### src/rtl/pinsert_stream.sv
// Byte-stream framer: emits the 4-byte PATTERN (MSB byte first) ahead of every
// FRAME_LEN payload bytes, with one registered output stage and valid/ready handshakes on both sides.
module pinsert_stream #(
    parameter logic [31:0] PATTERN   = 32'h0000_ABCD,
    parameter int unsigned FRAME_LEN = 16
) (
    input  logic       i_clk,
    input  logic       i_rst,
    input  logic [7:0] i_m_data,
    input  logic       i_m_valid,
    output logic       o_m_ready,
    output logic [7:0] o_s_data,
    output logic       o_s_valid,
    input  logic       i_s_ready,
    output logic       o_s_sync
);

    localparam int unsigned CNT_W = $clog2(FRAME_LEN + 1);

    typedef enum logic [1:0] {
        SYNC_WAIT = 2'd0,
        SYNC      = 2'd1,
        PAYLOAD   = 2'd2
    } state_t;

    state_t           state_r;
    logic [1:0]       idx_r;
    logic [CNT_W-1:0] cnt_r;
    logic [7:0]       data_r;
    logic             valid_r;
    logic             sync_r;

    logic             adv_s;
    logic             m_ready_s;
    logic             in_xfer_s;
    logic             last_s;

    // Select one byte of the sync word; index 3 is the first byte on the wire.
    function automatic logic [7:0] pattern_byte(input logic [1:0] idx);
        logic [7:0] b;
        case (idx)
            2'd3:    b = PATTERN[31:24];
            2'd2:    b = PATTERN[23:16];
            2'd1:    b = PATTERN[15:8];
            2'd0:    b = PATTERN[7:0];
            default: b = 8'h00;
        endcase
        return b;
    endfunction

    // Handshake decode: the output register may load whenever it is empty or being drained.
    always_comb begin
        adv_s     = !valid_r || i_s_ready;
        m_ready_s = 1'b0;
        if (state_r == PAYLOAD) begin
            m_ready_s = adv_s;
        end else begin
            m_ready_s = 1'b0;
        end
        in_xfer_s = i_m_valid && m_ready_s;
        last_s    = (cnt_r == CNT_W'(FRAME_LEN - 1));
    end

    // Framing FSM and registered output stage.
    always_ff @(posedge i_clk or posedge i_rst) begin
        if (i_rst) begin
            state_r <= SYNC_WAIT;
            idx_r   <= 2'd3;
            cnt_r   <= {CNT_W{1'b0}};
            data_r  <= 8'h00;
            valid_r <= 1'b0;
            sync_r  <= 1'b0;
        end else begin
            case (state_r)
                SYNC_WAIT: begin
                    // A pattern only starts once payload is actually pending.
                    if (i_m_valid && adv_s) begin
                        data_r  <= pattern_byte(2'd3);
                        valid_r <= 1'b1;
                        sync_r  <= 1'b1;
                        idx_r   <= 2'd2;
                        state_r <= SYNC;
                    end else if (adv_s) begin
                        valid_r <= 1'b0;
                        sync_r  <= 1'b0;
                    end else begin
                        valid_r <= valid_r;
                    end
                end
                SYNC: begin
                    if (adv_s) begin
                        data_r  <= pattern_byte(idx_r);
                        valid_r <= 1'b1;
                        sync_r  <= 1'b1;
                        if (idx_r == 2'd0) begin
                            idx_r   <= 2'd3;
                            cnt_r   <= {CNT_W{1'b0}};
                            state_r <= PAYLOAD;
                        end else begin
                            idx_r <= idx_r - 2'd1;
                        end
                    end else begin
                        valid_r <= valid_r;
                    end
                end
                PAYLOAD: begin
                    if (in_xfer_s) begin
                        data_r  <= i_m_data;
                        valid_r <= 1'b1;
                        sync_r  <= 1'b0;
                        if (last_s) begin
                            cnt_r   <= {CNT_W{1'b0}};
                            state_r <= SYNC_WAIT;
                        end else begin
                            cnt_r <= cnt_r + CNT_W'(1);
                        end
                    end else if (adv_s) begin
                        // Source bubble: drop valid, leave the data bits alone.
                        valid_r <= 1'b0;
                        sync_r  <= 1'b0;
                    end else begin
                        valid_r <= valid_r;
                    end
                end
                default: begin
                    state_r <= SYNC_WAIT;
                    idx_r   <= 2'd3;
                    cnt_r   <= {CNT_W{1'b0}};
                    valid_r <= 1'b0;
                    sync_r  <= 1'b0;
                end
            endcase
        end
    end

    assign o_m_ready = m_ready_s;
    assign o_s_data  = data_r;
    assign o_s_valid = valid_r;
    assign o_s_sync  = sync_r;

endmodule

### config.mk
export PLATFORM = sky130hd
export DESIGN_NAME = pinsert_stream
export DESIGN_NICKNAME = d
export VERILOG_FILES = /design/src/rtl/pinsert_stream.sv
export SDC_FILE = /design/constraint.sdc
export NUM_CORES = 1
export LEC_CHECK = 0
export BUFFER_PORTS_ARGS = -buffer_cell sky130_fd_sc_hd__buf_2
export CAP_MARGIN = 25
export CORE_MARGIN = 5
export CORE_UTILIZATION = 57
export DETAILED_ROUTE_END_ITERATION = 8
export HOLD_SLACK_MARGIN = 0.05
export PLACE_DENSITY = 0.82
export SLEW_MARGIN = 40
export SYNTH_ARGS = -nofsm -noshare
export SYNTH_HDL_FRONTEND = slang
export SYNTH_SLANG_ARGS = --single-unit
### constraint.sdc
create_clock -name i_clk -period 4.14 [get_ports i_clk]
set_input_delay 0.207 -clock i_clk [delete_from_list [all_inputs] [get_ports i_clk]]
set_output_delay 0.207 -clock i_clk [all_outputs]
set_load 0.02 [all_outputs]
[Word level (Yosys, flattened, before mapping)]
Index checks and enable logic that the tools add are counted.
Operators by class
  add/sub/neg operators: 2
  equality and inequality tests: 11
  mux-type cells: 30
  bitwise operators: 2
  reductions and logical operators: 12
Operators with widths (count)
  $pmux 8 s3: 2
  $mux 8: 3
  $mux 5: 4
  $mux 2: 8
  $pmux 5 s3: 1
  $pmux 2 s3: 2
  $ne 2x2->1 const B: 5
  $mux 1: 8
  $reduce_and 4->1: 2
  $eq 2x2->1 const B: 3
  $pmux 1 s3: 2
  $add 5x1->5 const B: 1
  $eq 5x4->1 const B: 1
  $reduce_and 5->1: 1
  $eq 2x1->1 const B: 2
  $logic_not 2->1: 2
  $reduce_and 3->1: 1
  $reduce_bool 3->1: 1
  $logic_and 1x1->1: 2
  $not 1->1: 2
  $reduce_or 2->1: 1
  $sub 2x1->2 const B: 1
  $logic_not 1->1: 1
  $logic_or 1x1->1: 1
Word-level totals
  register bits after elaboration: 19
  bits of input ports: 12
  output and inout port bits: 11
  word-level logic and storage cells: 63

[Depth between registers and ports, before layout]
  depth after elaboration: 6
  gate-level depth with buffers: 8
  gate-level depth less buffers: 6

[Worst setup path after synthesis]
No wires, ideal clock.
  kind: register to register
  start point: register state_r[0]
  end point: register cnt_r[0]
  library setup time: 0.125 ns
  data arrival time: 1.925 ns
  required time: 4.015 ns
  setup slack: 2.091 ns
  stages on the path, launching flop included: 7
  buffers on the path: 1
  clock period less this slack: 2.049 ns
  path through: dfrtp_1 -> inv_1 -> ha_1 -> buf_6 -> or2_4 -> a2111oi_4 -> mux2_2
On the way
  cells in the longest elaborated chain, start to end: 5
  elaborated cells on any way between the ends: 11
  classes of those cells: 5 x eq/ne; 2 x mux; 1 x bitwise; 3 x reduce/logical
RTL lines
  start: declaration: line 26  | state_t state_r;
  start signal: assignment: line 67  | state_r <= SYNC_WAIT;
  start signal: assignment: line 82  | state_r <= SYNC;
  start signal: assignment: line 98  | state_r <= PAYLOAD;
  $eq 2x2->1: line 55, 74
  $mux 1: line 55  | if (state_r == PAYLOAD) begin
  $logic_and 1x1->1: line 60  | in_xfer_s = i_m_valid && m_ready_s;
  $ne 2x2->1 (no line)
  $reduce_and 4->1 (no line)
  end signal: assignment: line 69  | cnt_r <= {CNT_W{1'b0}};
  end signal: assignment: line 97  | cnt_r <= {CNT_W{1'b0}};
  end signal: assignment: line 112  | cnt_r <= {CNT_W{1'b0}};
  end: declaration: line 28  | logic [CNT_W-1:0] cnt_r;
Parallel ways exist; a longest one is shown, timed or not.
A chain may end at the register's enable or synchronous reset.

[Worst setup path after layout]
Same ends and word-level chain as after synthesis.

==> results_dict.tcl <==
set metrics [dict create \
    antennaDiodeCount 0 \
    relSlewSlack_pct 51.78 \
    combPwrFrac_pct 57.9 \
    rsz0062_at_grt "false" \
    critPathRequiredTime_ps 4330 \
    post-route-min-period_ps 2419 \
    syn_inst 112 \
    worst_clock_skew_ps 3.428 \
    netlist_area_mm2 0.001147 \
    grt_pass1_wl_mm 3.657 \
    htree_levels 1 \
    layout_common_cells "buf_2 (22), dfrtp_1 (17), nand2_1 (13)" \
    grt_util_all_layers_pct 16.94 \
    swShare_pct 43.58 \
    pre_cts_slack_ps 1744 \
    drv_cap 0 \
    cts_setup_buffers 0 \
    final_common_cell "buf_2" \
    start_util_pct 59.09 \
    core_mm2 0.001942 \
    first_global_vias 844 \
    synth.distinct_cells 30 \
    hold_violations 0 \
    max_freq_mhz 413.4 \
    setup_tns_ps 0 \
    setup_slack_ps 1721 \
    min_period_over_period_pct 58.44 \
    syn-num-nets 132 \
    r2r_cells 5 \
    dr.pass1.iters 4 \
    finalMaxSlewViolations 0 \
    powerDensity_mw_per_mm2 709.4 \
    timing.rr.start "state_r[0]" \
    vias 876 \
    p_sw_uw 404.6 \
    p_leak_uw 0.0006592 \
    yosysSeqAreaShare_pct 41.66 \
    grt_max_degree 20 \
    cp-startpoint "state_r[0]" \
    wire_per_inst_um 13.37 \
    dieArea_mm2 0.003010 \
    syn_avg_cell_area_um2 10.24 \
    fin_nets 157 \
    r2r_setup_slack_ps 1720 \
    clock_latency_ps 290 \
    status "complete, no violations" \
    cts_buffers 3 \
    viasPerCell 5.374 \
    grt-ovfl-total 0 \
    cts_sinks 19 \
    crit_end "cnt_r[0]" \
    ir_drop_mv 0.4181 \
    worstPathArrival_ps 2610 \
    post-route-drc-count 0 \
    hp-class "primary input to flop" \
    pwr-share-clk_pct 10.0 \
    setup_viol 0 \
    area_growth_pct 14.07 \
    die_h_um 54.87 \
    drive_gt1_share_pct 29.41 \
    worstMarginPinSlew_ps 722.4 \
    cts_tree "done" \
    drtIter0Drc 19 \
    io_pins 23 \
    antenna_found_initial 0 \
    port_buffers 22 \
    ant_nets 0 \
    internal_power_uw 523.8 \
    clock_path_buffers 2 \
    yosys_register_bits 19 \
    worst-setup-path-type "flop to flop" \
    clockRootBuffer "clkbuf_4" \
    critical_path.max_fanout 19 \
    detail_route.wirelength_mm 2.180 \
    die_x_um 54.87 \
    end_kind "flop" \
    hpwl_mm 1.659 \
    seq_power_share_pct 32.1 \
    whs_ps 156.2 \
    cts.reportedPaths.clkPinSlew_ps 110 \
    startpoint_type "flop" \
    routabilityCongestion 0.8129 \
    timing.rr.end "cnt_r[0]" \
    yosys_warnings 0 \
    core.rowCount 16 \
]
worst min-delay path by stage:
stage	startpoint	endpoint	slack (ps)	cells after the start
CTS	i_m_data[4]	o_s_data[4]	150	3
global placement	i_rst	o_s_data[4]	350	2
floorplan	i_rst	cnt_r[0]	160	1
global route	i_m_data[4]	o_s_data[4]	150	3
finish	i_m_data[4]	o_s_data[4]	160	3
detailed placement	i_rst	o_s_data[1]	360	2
cell usage after synthesis:
library cell | count | area [µm²]
a2111oi_4 | 1 | 27.53
a211oi_1 | 2 | 15.01
a211oi_4 | 1 | 20.02
a21boi_0 | 8 | 60.06
a21oi_1 | 3 | 15.01
a31oi_1 | 1 | 6.260
and2_1 | 1 | 6.260
and3_1 | 2 | 12.51
buf_6 | 1 | 11.26
clkbuf_1 | 2 | 7.510
dfrtp_1 | 17 | 425.4
dfstp_2 | 2 | 52.55
ha_1 | 8 | 100.1
inv_1 | 9 | 33.78
mux2_2 | 10 | 112.6
mux2i_1 | 4 | 40.04
nand2_1 | 13 | 48.80
nand2b_1 | 2 | 12.51
nand3_1 | 4 | 20.02
nand3b_1 | 1 | 7.510
nand4b_1 | 1 | 8.760
nor2_1 | 6 | 22.52
nor2b_1 | 3 | 18.77
nor3_1 | 1 | 5.000
o211ai_1 | 1 | 7.510
o21a_1 | 1 | 7.510
o21ai_0 | 4 | 20.02
o22ai_1 | 1 | 6.260
o31ai_1 | 1 | 7.510
or2_4 | 1 | 8.760
logic make-up after synthesis:
kind of cell	synth area share, %
buffers and inverters	4.580
DFF	41.66
and+or+nand+nor	14.94
AOI/OAI and AO/OA	16.80
adders and majority gates	8.724
muxes	13.30
stage by stage:
stage	utilization (%)	instance area, µm²	std cells	total power, µW
finish	67.40	1309	163	928.4
global route	67.40	1309	163	1003
CTS	67.40	1309	163	937.8
detailed placement	65.53	1272	158	839.0
global placement	65.53	1272	158	812.5
floorplan	-	1147	112	721.0
area by class of cell:
type	count	area (µm²)
Clock buffer	4	26.28
Fill cell	161	633.1
Inverter	9	33.78
Multi-Input combinational cell	81	616.8
Sequential cell	19	478.0
Tap cell	27	33.78
Timing Repair Buffer	23	120.1
what timing repair did:
action                                 in CTS  in global routing
hold buffers                                1                  0
endpoints found under the hold margin      17                  0
gates resized for setup                     0                  0
per-layer routing:
layer / GRT usage [%] / vias up / wire (µm)
met5: 0 / - / 0
met4: 7.469 / 0 / 10
met3: 3.815 / 2 / 91
met2: 26.18 / 15 / 1049
met1: 22.41 / 423 / 1028
li1: - / 436 / -
critical path, stage by stage, from the launching register on:
cell and delay, ps:
dfrtp_1 430, inv_1 110, ha_1 460, or2_4 370, a2111oi_4 550, mux2_2 390
power by group through the flow:
stage	Clock, µW	Sequential (µW)	Combinational, µW
after CTS	97.8	300	540
after global placement	0	298	515
after floorplan	0	343	378
final	93.1	298	537
after global routing	104	310	589
after detailed placement	0	303	536
state kept, by name (all words and copies together) (netlist names):
register and count:
idx_r 2, o_s_sync 1, o_s_valid 1, cnt_r 5, state_r 2, o_s_data 8
Power figures use the tool's default switching activity.
